### config.mk
export PLATFORM = sky130hd
export DESIGN_NAME = pu_read_arbiter
export DESIGN_NICKNAME = d
export VERILOG_FILES = /design/src/rtl/img2col_pkg.sv /design/src/rtl/rr_picker.sv /design/src/rtl/pu_read_arbiter.sv
export SDC_FILE = /design/constraint.sdc
export NUM_CORES = 1
export LEC_CHECK = 0
export BUFFER_PORTS_ARGS = -buffer_cell sky130_fd_sc_hd__clkbuf_2
export CORE_ASPECT_RATIO = 0.5
export CORE_MARGIN = 4
export CORE_UTILIZATION = 25
export DETAILED_ROUTE_END_ITERATION = 10
export GPL_TIMING_DRIVEN = 1
export PLACE_DENSITY = 0.52
export SLEW_MARGIN = 5
export SYNTH_ARGS = -nofsm -noshare
export SYNTH_HDL_FRONTEND = slang
export SYNTH_SLANG_ARGS = --single-unit
### constraint.sdc
create_clock -name clk -period 9.36 [get_ports clk]
set_clock_uncertainty 0.15 [all_clocks]
set_input_delay 1.872 -clock clk [delete_from_list [all_inputs] [get_ports clk]]
set_output_delay 1.872 -clock clk [all_outputs]
set_load 0.01 [all_outputs]
### src/rtl/img2col_pkg.sv
// img2col_pkg: shared types, default sizes and index helpers for the img2col PU read path
package img2col_pkg;
  typedef enum logic [0:0] {IDLE, BURST} state_t;
  localparam int NUM_PU_DEF = 28;
  localparam int BURST_LEN_DEF = 5;
  localparam int ADDR_W_DEF = 10;
  function automatic int pu_wrap_inc(input int idx, input int n);
    return (idx >= n - 1) ? 0 : idx + 1;
  endfunction
  function automatic int pu_wrap_add(input int a, input int b, input int n);
    return (a + b >= n) ? a + b - n : a + b;
  endfunction
endpackage

### src/rtl/rr_picker.sv
// rr_picker: combinational round-robin priority encoder, first requester at or above rr_ptr
module rr_picker
  import img2col_pkg::*;
#(
  parameter int NUM_PU = NUM_PU_DEF,
  parameter int ID_W = 5
) (
  input  logic [NUM_PU-1:0] req,
  input  logic [ID_W-1:0]   rr_ptr,
  output logic              found,
  output logic [ID_W-1:0]   index
);
  // scan from the farthest offset down so the nearest requester wins
  always_comb begin
    found = 1'b0;
    index = '0;
    for (int i = NUM_PU - 1; i >= 0; i--) begin
      if (req[pu_wrap_add(int'(rr_ptr), i, NUM_PU)]) begin
        found = 1'b1;
        index = ID_W'(pu_wrap_add(int'(rr_ptr), i, NUM_PU));
      end
    end
  end
endmodule

### src/rtl/pu_read_arbiter.sv
// pu_read_arbiter: round-robin burst arbiter sharing the line-buffer read port among PUs
module pu_read_arbiter
  import img2col_pkg::*;
#(
  parameter int NUM_PU = NUM_PU_DEF,
  parameter int ADDR_W = ADDR_W_DEF,
  parameter int BURST_LEN = BURST_LEN_DEF,
  parameter int ID_W = 5
) (
  input  logic                           clk,
  input  logic                           nrst,
  input  logic                           enable,
  input  logic [NUM_PU-1:0]              req,
  input  logic [NUM_PU-1:0][ADDR_W-1:0]  req_addr,
  input  logic                           mem_stall,
  output logic [NUM_PU-1:0]              grant,
  output logic                           mem_rd_en,
  output logic [ADDR_W-1:0]              mem_addr,
  output logic                           rd_valid,
  output logic [ID_W-1:0]                rd_pu_id,
  output logic [3:0]                     rd_beat,
  output logic                           burst_done,
  output logic                           busy
);
  state_t            r_state;
  logic [ID_W-1:0]   r_rr_ptr;
  logic [ID_W-1:0]   r_owner;
  logic [3:0]        r_beat_cnt;
  logic [ADDR_W-1:0] r_base;
  logic              r_rd_valid;
  logic [ID_W-1:0]   r_rd_pu_id;
  logic [3:0]        r_rd_beat;
  logic              w_found;
  logic [ID_W-1:0]   w_pick;
  logic              w_busy;
  logic              w_rd_en;
  logic              w_last;

  rr_picker #(.NUM_PU(NUM_PU), .ID_W(ID_W)) u_picker (
    .req   (req),
    .rr_ptr(r_rr_ptr),
    .found (w_found),
    .index (w_pick)
  );

  // outputs derive only from registered state, so req never reaches grant combinationally
  assign w_busy = r_state == BURST;
  assign w_rd_en = w_busy && !mem_stall;
  assign w_last = r_beat_cnt == 4'(BURST_LEN - 1);
  assign grant = w_busy ? (NUM_PU'(1) << r_owner) : '0;
  assign mem_rd_en = w_rd_en;
  assign mem_addr = w_busy ? r_base + ADDR_W'(r_beat_cnt) : '0;
  assign burst_done = w_rd_en && w_last;
  assign busy = w_busy;
  assign rd_valid = r_rd_valid;
  assign rd_pu_id = r_rd_pu_id;
  assign rd_beat = r_rd_beat;

  always_ff @(posedge clk or negedge nrst) begin
    if (!nrst) begin
      r_state <= IDLE;
      r_rr_ptr <= '0;
      r_owner <= '0;
      r_beat_cnt <= '0;
      r_base <= '0;
      r_rd_valid <= 1'b0;
      r_rd_pu_id <= '0;
      r_rd_beat <= '0;
    end else begin
      r_rd_valid <= w_rd_en;
      r_rd_pu_id <= r_owner;
      r_rd_beat <= r_beat_cnt;
      if (r_state == IDLE) begin
        if (enable && w_found) begin
          r_state <= BURST;
          r_owner <= w_pick;
          r_base <= req_addr[w_pick];
          r_beat_cnt <= '0;
        end
      end else if (w_rd_en) begin
        r_beat_cnt <= r_beat_cnt + 4'd1;
        if (w_last) begin
          r_state <= IDLE;
          r_rr_ptr <= ID_W'(pu_wrap_inc(int'(r_owner), NUM_PU));
        end
      end
    end
  end
endmodule

==> out/qor.txt <==
Area after DPL = 0.0156 sq mm
Setup Fix Bufs, Post-CTS = 0
Number of global-route vias before repair = 15160
Critical path endpoint category = flop
First-pass DRT Iterations = 5
Hold Buf Count CTS = 0
Syn nets = 2086
Via count = 16232
Initial antenna violation count = 4
DRT iter0 DRCs = 1917
Inserted Clock Buffers = 5
Core Rows = 58
Finished Cell Area = 0.0158 sq mm
Post-synth top area cell = mux2i_1
CTS tree = built
Detailed placer's ending HPWL = 57100 um
Finish-stage setup viols = 0
Post-CTS Resized = 0
Min-delay worst type = reg2reg
Outcome = finished clean
Root Driver = clkbuf_16
Max-slew violations = 0
Routed wire length per instance = 25.6 um
Top area cells in the synthesized netlist = mux2i_1 13%, mux4_2 9.2%, dfrtp_1 6.7%
Die H = 169 um
Share of layout cells above drive strength 1 = 0.277
Netlist cell types = 100
Via density = 5.95
I/O pin cnt = 363
R2r setup slk = 1030 ps
Ys flop type = dfrtp_1
Die width = 330 um
CP Max Fanout = 31
H-tree depth = 2
Fin nets = 2397
Core Region = 0.0508 sq mm
Data arrival, critical path = 8420 ps
CP Launch Type = flop
Synthesized flop and latch total = 35
Synth Warn # = 0
Avg Synthesized Cell Area = 7.53 sq um
First-pass GRT wire length = 101000 um
RSZ-0062 raised after global routing = false
Share of Yosys cell area claimed by the top area cell type = 0.128
Die Area = 0.0559 sq mm
WP data required = 9450 ps
Number of synthesized flops with an enable pin = 0
Grt ovf = 0
Antenna Nets Post-Route = 0
CP Class = reg2reg
Final Hold Fails = 0
Max frequency = 120 MHz
Fin crit share = 0.890
Slew margin rel. = 0.161
Buffers on Ports = 362
Tot GR Track Use = 0.236
DRC = 0
Measured slew at the worst slew-check pin = 1260 ps
Pin count of the biggest net entering global routing = 47
Post-synthesis instance total = 1725
Max-cap viol count = 0
Seq/Total Area, Yosys = 0.0674
Crit path time final = 8330 ps
GP Congestion = 1.02
Setup TNS = 0 ps
Post-synth ARST share = 1.00
Post-Syn Area = 0.0130 sq mm
Initial Util = 0.256
Area delta synth->final = 21.3%
Clk_lat worst skew = 310 ps
Clock-pin slew on the worst setup and hold paths = 70 ps
Longest Clk Path Bufs = 2
Clock sinks = 35
Total wire length = 69800 um
-- path summary, 6_finish.rpt --
| path | cells after the start | from | end |
|---|---|---|---|
| setup / recovery | 20 | r_rr_ptr[2] | r_base[3] |
| hold / removal | 0 | r_owner[1] | rd_pu_id[1] |
| setup reg to reg | 20 | r_rr_ptr[2] | r_base[3] |
| hold reg to reg | 0 | r_owner[1] | rd_pu_id[1] |
| max in group asynchronous | 2 | nrst | r_rr_ptr[0] |
| min in group asynchronous | 2 | nrst | rd_valid |
-- cell usage after synthesis, types with 12 or more instances --
master    instances
nand2b_1         22
nand4_1          15
nor3_1           33
o211ai_1         29
o22ai_1          29
nor2b_1          28
o21ai_0          96
mux2_2           43
a31oi_1          27
dfrtp_1          35
nand2_1         195
a21boi_0         12
a21o_1           19
inv_1            48
ha_1             47
nor2_1          119
nor4_1           22
a21oi_1          94
mux4_2           53
nand3_1          48
xnor2_1          43
buf_1            12
a211o_1          18
a211oi_1         33
o21a_1           14
and2_1           41
or2_2            14
a32oi_1          16
mux2i_1         166
buf_2            26
clkbuf_1         53
a221oi_1         16
and3_1           23
-- logic make-up (layout without fill, tap and decap cells) --
group | after synthesis | count (layout) | synth area share
buf+inv | 149 | 461 | 0.0471
simple gates | 623 | 623 | 0.241
other cells | 0 | 3 | 0
mux | 264 | 264 | 0.259
fa+ha+maj | 49 | 49 | 0.0483
flops | 35 | 35 | 0.0674
compound gates | 552 | 552 | 0.301
xor+xnor | 53 | 53 | 0.0363
-- layout make-up --
cell class	instances	area (sq um)
fill	5616	35000
inverter	54	203
antenna	3	7.51
clock inverter	3	23.8
timing repair buffer	399	2110
sequential	35	877
clock buffer	5	125
multi-input combinational	1541	11500
tap	690	863
-- placed cells by master (no fill, tap or decap), types with 18 or more instances in the layout --
| master | instances |
|---|---|
| ha_1 | 47 |
| o211ai_1 | 29 |
| a211o_1 | 18 |
| nand2b_1 | 22 |
| nand3_1 | 48 |
| clkbuf_2 | 362 |
| mux2i_1 | 166 |
| inv_1 | 48 |
| a31oi_1 | 26 |
| dfrtp_1 | 34 |
| and3_1 | 23 |
| xnor2_1 | 43 |
| and2_1 | 41 |
| mux2_2 | 43 |
| a211oi_1 | 33 |
| nor2_1 | 118 |
| a21o_1 | 19 |
| nand2_1 | 194 |
| nor4_1 | 22 |
| o21ai_0 | 96 |
| o22ai_1 | 29 |
| nor3_1 | 33 |
| nor2b_1 | 28 |
| buf_4 | 35 |
| a21oi_1 | 94 |
| mux4_2 | 53 |
-- critical path: stages, from the launching register on --
cell       delay [ps]
dfrtp_1           870
inv_2             340
ha_1              410
a21o_1            360
xnor2_1           200
inv_1              90
ha_1              320
a221oi_1          140
xnor2_1           920
mux2_2            330
a221oi_1          100
a221oi_1          990
mux2i_1           170
nand4_1           180
nand4_1           140
a211oi_2          650
or2_4             560
a2111oi_0         160
a211o_1           320
o41ai_1           550
o221a_1           280
-- sequential cells by signal, summed over array words and instances, names as in the netlist --
name        flops
r_owner         5
rd_pu_id        5
r_rr_ptr        5
busy            1
rd_valid        1
r_beat_cnt      4
r_base         10
rd_beat         4
-- layer usage --
metal	part of all wire	GRT usage	wire [um]	vias to the layer above
met2	0.47	0.396	32900	854
met4	0.039	0.0833	2730	0
met1	0.41	0.306	28300	7917
li1	-	-	-	7342
met5	0	0	0	-
met3	0.083	0.0430	5800	119
-- metrics by stage --
| step | setup WS [ps] | hold WS [ps] | cells | util |
|---|---|---|---|---|
| after floorplan | 1860 | 228 | 1725 | - |
| after global placement | 1230 | 339 | 2719 | 0.307 |
| after detailed placement | 1260 | 343 | 2719 | 0.307 |
| after CTS | 1230 | 352 | 2727 | 0.310 |
| after global routing | 537 | 352 | 2730 | 0.310 |
| final | 1030 | 345 | 2730 | 0.310 |
Power is not shown: default switching activity piles up to over one toggle a cycle in this logic, so the estimate is an artifact.
